**config.mk**
```make
export PLATFORM = sky130hd
export DESIGN_NAME = polyphase_upsampler_32_48
export DESIGN_NICKNAME = d
export VERILOG_FILES = /design/src/rtl/polyphase_upsampler_32_48.sv
export SDC_FILE = /design/constraint.sdc
export NUM_CORES = 2
export LEC_CHECK = 0
export CORE_ASPECT_RATIO = 2
export CORE_UTILIZATION = 59
export DETAILED_ROUTE_END_ITERATION = 16
export GPL_TIMING_DRIVEN = 0
export MAX_ROUTING_LAYER = met4
export PLACE_DENSITY = 0.79
export SYNTH_ARGS = -nofsm -noshare
export SYNTH_HDL_FRONTEND = slang
export SYNTH_SLANG_ARGS = --single-unit
```
**constraint.sdc**
```tcl
create_clock -name clk_i -period 15.56 [get_ports clk_i]
set_input_delay 3.112 -clock clk_i [delete_from_list [all_inputs] [get_ports clk_i]]
set_output_delay 3.112 -clock clk_i [all_outputs]
set_load 0.01 [all_outputs]
```
**src/rtl/polyphase_upsampler_32_48.sv**
```systemverilog
// 3/2 polyphase resampler (32 kHz -> 48 kHz): 16-tap serial MAC per output against an external registered coefficient ROM.
// Latency: input handshake at cycle N -> out_valid_o at N+18; a phase-0 output handshake -> next (phase-2) out_valid_o 18 cycles later.
// Backpressure: out_valid_o/out_data_o hold until out_ready_i; in_ready_o is low outside WAIT_IN, so no input is taken while an output is pending.
module polyphase_upsampler_32_48 #(
  parameter int TAPS   = 16,
  parameter int PHASES = 3,
  parameter int DECIM  = 2,
  parameter int ACCW   = 52
) (
  input  logic        clk_i,
  input  logic        rst_i,
  input  logic [23:0] in_data_i,
  input  logic        in_valid_i,
  output logic        in_ready_o,
  output logic [5:0]  rom_addr_o,
  input  logic [23:0] rom_data_i,
  output logic [23:0] out_data_o,
  output logic        out_valid_o,
  input  logic        out_ready_i
);

  typedef enum logic [1:0] {
    WAIT_IN = 2'd0,
    MAC     = 2'd1,
    OUT     = 2'd2
  } state_t;

  state_t                  state_q;
  logic [1:0]              phase_q;
  logic [4:0]              tap_q;
  logic signed [23:0]      hist_q [TAPS];
  logic signed [ACCW-1:0]  acc_q;
  logic [5:0]              rom_addr_q;
  logic                    in_ready_q;
  logic                    out_valid_q;
  logic [23:0]             out_data_q;

  logic [3:0]              hsel_d;
  logic signed [47:0]      prod_d;
  logic signed [ACCW-1:0]  acc_d;
  logic [23:0]             sat_d;
  logic [2:0]              phase_sum_d;
  logic                    consume_d;
  logic [1:0]              phase_d;

  assign in_ready_o  = in_ready_q;
  assign rom_addr_o  = rom_addr_q;
  assign out_data_o  = out_data_q;
  assign out_valid_o = out_valid_q;

  // First coefficient address of a phase: phase-major ROM layout.
  function automatic logic [5:0] base_addr(input logic [1:0] ph);
    return 6'(ph) * 6'(TAPS);
  endfunction

  // The ROM word arriving now belongs to the address issued last cycle, so pair it with the previous tap's sample.
  always_comb begin
    hsel_d = tap_q[3:0] - 4'd1;
    prod_d = $signed(rom_data_i) * hist_q[hsel_d];
    acc_d  = acc_q;
    if (state_q == MAC && tap_q != 5'd0) begin
      acc_d = acc_q + ACCW'(prod_d);
    end
  end

  // Drop the 23 fraction bits and clamp to 24-bit signed; in range only when all bits above bit 46 match the sign.
  always_comb begin
    sat_d = acc_d[46:23];
    if (!((&acc_d[ACCW-1:46]) || !(|acc_d[ACCW-1:46]))) begin
      sat_d = acc_d[ACCW-1] ? 24'h800000 : 24'h7FFFFF;
    end
  end

  // Phase step after each output: advance by DECIM modulo PHASES; a wrap means one fresh input is needed.
  always_comb begin
    phase_sum_d = 3'(phase_q) + 3'(DECIM);
    consume_d   = (phase_sum_d >= 3'(PHASES));
    phase_d     = consume_d ? 2'(phase_sum_d - 3'(PHASES)) : phase_sum_d[1:0];
  end

  // Control FSM with history shift, MAC accumulation and registered handshake outputs.
  always_ff @(posedge clk_i or posedge rst_i) begin
    if (rst_i) begin
      state_q     <= WAIT_IN;
      phase_q     <= 2'd0;
      tap_q       <= 5'd0;
      acc_q       <= '0;
      rom_addr_q  <= 6'd0;
      in_ready_q  <= 1'b0;
      out_valid_q <= 1'b0;
      out_data_q  <= 24'd0;
      for (int i = 0; i < TAPS; i++) begin
        hist_q[i] <= '0;
      end
    end else begin
      unique case (state_q)
        WAIT_IN: begin
          in_ready_q <= 1'b1;
          rom_addr_q <= 6'd0;
          if (in_valid_i && in_ready_q) begin
            for (int i = TAPS - 1; i > 0; i--) begin
              hist_q[i] <= hist_q[i-1];
            end
            hist_q[0]  <= $signed(in_data_i);
            in_ready_q <= 1'b0;
            tap_q      <= 5'd0;
            acc_q      <= '0;
            rom_addr_q <= base_addr(phase_q);
            state_q    <= MAC;
          end
        end

        MAC: begin
          acc_q <= acc_d;
          if (tap_q == 5'(TAPS)) begin
            // Drain cycle: the last product lands in acc_d, so the output is formed from it directly.
            out_data_q  <= sat_d;
            out_valid_q <= 1'b1;
            tap_q       <= 5'd0;
            rom_addr_q  <= 6'd0;
            state_q     <= OUT;
          end else begin
            tap_q      <= tap_q + 5'd1;
            rom_addr_q <= (tap_q == 5'(TAPS - 1)) ? 6'd0 : rom_addr_q + 6'd1;
          end
        end

        OUT: begin
          if (out_ready_i) begin
            out_valid_q <= 1'b0;
            phase_q     <= phase_d;
            if (consume_d) begin
              in_ready_q <= 1'b1;
              state_q    <= WAIT_IN;
            end else begin
              tap_q      <= 5'd0;
              acc_q      <= '0;
              rom_addr_q <= base_addr(phase_d);
              state_q    <= MAC;
            end
          end
        end

        default: begin
          state_q <= WAIT_IN;
        end
      endcase
    end
  end

endmodule

```
==> impl_metrics.py <==
metrics = {
    "sta": {
        "fin_skew_ps": 38.0,
        "setup_viol": 0,
        "fmax_mhz": 67.1,
        "final.min_clock_period_ps": 14900,
        "drv_slew": 0,
        "relSlewSlack_pct": 7.23,
        "worst_pin_slew_ps": 1380,
        "period_share_pct": 95.8,
        "tns_ps": 0,
        "final_hold_viol_count": 0,
        "holdWs_ps": 495,
    },
    "worst_setup_path": {
        "worstSetupPathType": "reg -> reg",
        "required_ps": 16080,
        "critPathMaxFanout": 10,
        "cp_slowest_stage_delay_ps": 1050,
        "critPathSlowestCell": "o21ai_1",
        "cp-start-kind": "register",
        "r2r-start": "tap_q[0]",
        "worst_r2r_path_depth": 34,
        "end_kind": "register",
        "rrSetupSlack_ps": 660,
        "cpMostUsedCell": "fa_1",
        "cp_top_family": "buffers and inverters",
        "crit_arrival_ps": 15420,
        "r2r_end": "out_data_o[11]",
        "worstPathBufferInverterCount": 11,
    },
    "route": {
        "routed_wl_mm": 139,
        "drc": 0,
        "dr.pass1.iters": 6,
        "wl_per_cell_um": 27.0,
        "via_count": 31100,
        "avgViaCountPerCell": 6.02,
        "postRouteAntennaNets": 0,
        "drtIter0Drc": 1743,
    },
    "worst_hold_path": {
        "hold_class": "reg -> reg",
        "min_from": "out_data_o[10]",
        "hold_depth": 1,
        "hold_end": "out_data_o[10]",
    },
    "synth": {
        "synth-edff-count": 0,
        "ys_types": 72,
        "ys_ff_latch": 477,
        "yosysTopAreaCell": "fa_1",
        "seq_area_frac_synth_pct": 26.6,
        "syn-num-nets": 4876,
        "synth_cells": 3970,
        "netlist_top_cells_area": "fa_1 (30%), dfrtp_1 (27%), mux2_2 (9.8%)",
        "synth_async_sr_flop_share_pct": 100,
        "synth_common_cells": "inv_1 (724), fa_1 (677), dfrtp_1 (477)",
        "netlist_area_mm2": 0.0449,
        "yosys_warnings": 0,
        "synthMostInstantiatedCell": "inv_1",
        "synth_top_area_share_pct": 30.2,
        "synth_ff_type": "dfrtp_1",
        "post_synth.cell_area_avg_um2": 11.3,
    },
    "grt": {
        "grt_pass1_vias": 34700,
        "gr-usage-met3_pct": 8.31,
        "antenna_found_initial": 11,
        "grt.met2_usage_pct": 68.2,
        "use_met1_pct": 33.8,
        "busiest_layer": "met2",
        "grt_max_degree": 45,
        "grt_overflow_total": 0,
        "grt_first_pass_wirelength_mm": 210,
        "grt_usage_pct": 39.5,
    },
    "cells_and_area": {
        "areaGrowthSynthToFinish_pct": 8.55,
        "final_cell_count_no_fill": 5157,
        "drive_gt1_share_pct": 15.7,
        "fin_nets": 5014,
    },
    "clock_tree": {
        "holdBufCountCts": 0,
        "clk_pin_slew_ps": 70,
        "cts.sinks": 477,
        "clock_path_buffers": 3,
        "numCtsBuffers": 41,
        "clk_latency_ps": 600,
        "cts_htree_levels": 2,
        "cts_tree": "built",
        "cts-root-buf": "clkbuf_16",
        "post_cts_buffers": 0,
    },
    "outcome": {
        "outcome": "finished clean",
    },
    "job": {
        "maxCapViolations": 0,
    },
    "floorplan": {
        "die_h_um": 392,
        "core_area_mm2": 0.0752,
        "die-area_mm2": 0.0773,
        "initial_core_util_pct": 59.8,
        "pin_count": 84,
        "rows": 142,
        "die-width_um": 197,
    },
    "placement": {
        "hpwl_mm": 113,
        "routabilityCongestion": 1.05,
        "dp_cells": 5073,
        "port-buffer-count": 83,
    },
}
## final cells by class
class                           instances  area (um^2)
Inverter                              724         2720
Clock inverter                         13          206
Clock buffer                           62         1260
Tap cell                             1008         1260
Buffer                                200          842
Multi-Input combinational cell       2569        29400
Timing Repair Buffer                   95         1070
Antenna cell                            9         22.5
Fill cell                            5876        26400
Sequential cell                       477        11900
## layer usage
metal,vias up,part of all wire (%)
met5,-,0
met2,1298,53
met1,16000,28
li1,12900,-
met3,826,5.7
met4,0,14
## cells in the final DEF (no fill, tap or decap), drive strengths merged, types with 17 or more instances in the layout
cell / netlist / layout
a21o: 17 / 17
a21oi: 65 / 65
a221o: 23 / 23
a22o: 31 / 31
and2: 218 / 218
buf: 42 / 53
clkbuf: 156 / 218
clkdlybuf4s50: 0 / 83
dfrtp: 477 / 477
fa: 677 / 677
ha: 177 / 177
inv: 724 / 726
mux2: 389 / 389
mux4: 119 / 119
nand2: 469 / 469
nor2: 54 / 54
o21ai: 98 / 98
xnor2: 29 / 29
xor2: 22 / 22
## how the worst max path moves through the flow
stage	from	slack, ps	cells past startpoint	end
after global routing	tap_q[0]	-20	37	out_data_o[0]
after floorplan	tap_q[0]	3620	35	out_data_o[11]
after detailed placement	tap_q[0]	-20	34	out_data_o[0]
after global placement	tap_q[0]	70	34	out_data_o[3]
final	tap_q[0]	660	34	out_data_o[11]
after CTS	tap_q[0]	230	36	out_data_o[11]
## timing repair
action / in CTS / in global routing
hold endpoints to repair: 0 / 0
setup endpoints to repair: 21 / 23
gates resized for setup: 3 / 3
## flip-flops by register name, indices dropped and copies added (netlist names)
signal and count:
hist_q 384, acc_q 52, out_data_o 24, rom_addr_o 6
tap_q 5, phase_q 2, state_q 2, in_ready_o 1
out_valid_o 1
## per-stage QoR
step	setup WS (ps)	cell area (um^2)	utilization [%]
2_1_floorplan	3620	44900	-
3_3_place_gp	73.4	47000	62.5
3_5_place_dp	-18.8	47200	62.9
4_1_cts	228	48700	64.8
5_1_grt	-18.0	48700	64.9
6_report	657	48700	64.9
## kinds of logic after synthesis
logic type / count (synthesis) / synth area share [%]
AOI/OAI and AO/OA: 316 / 4.82
buffers and inverters: 924 / 7.91
and+or+nand+nor: 837 / 8.79
muxes: 511 / 15.8
xor gates and xnor gates: 51 / 0.995
DFF: 477 / 26.6
adders and majority gates: 854 / 35.1
Power is left out: the tool's default activity adds up to more than one toggle a clock period on the data nets, which glitch-free logic cannot reach.
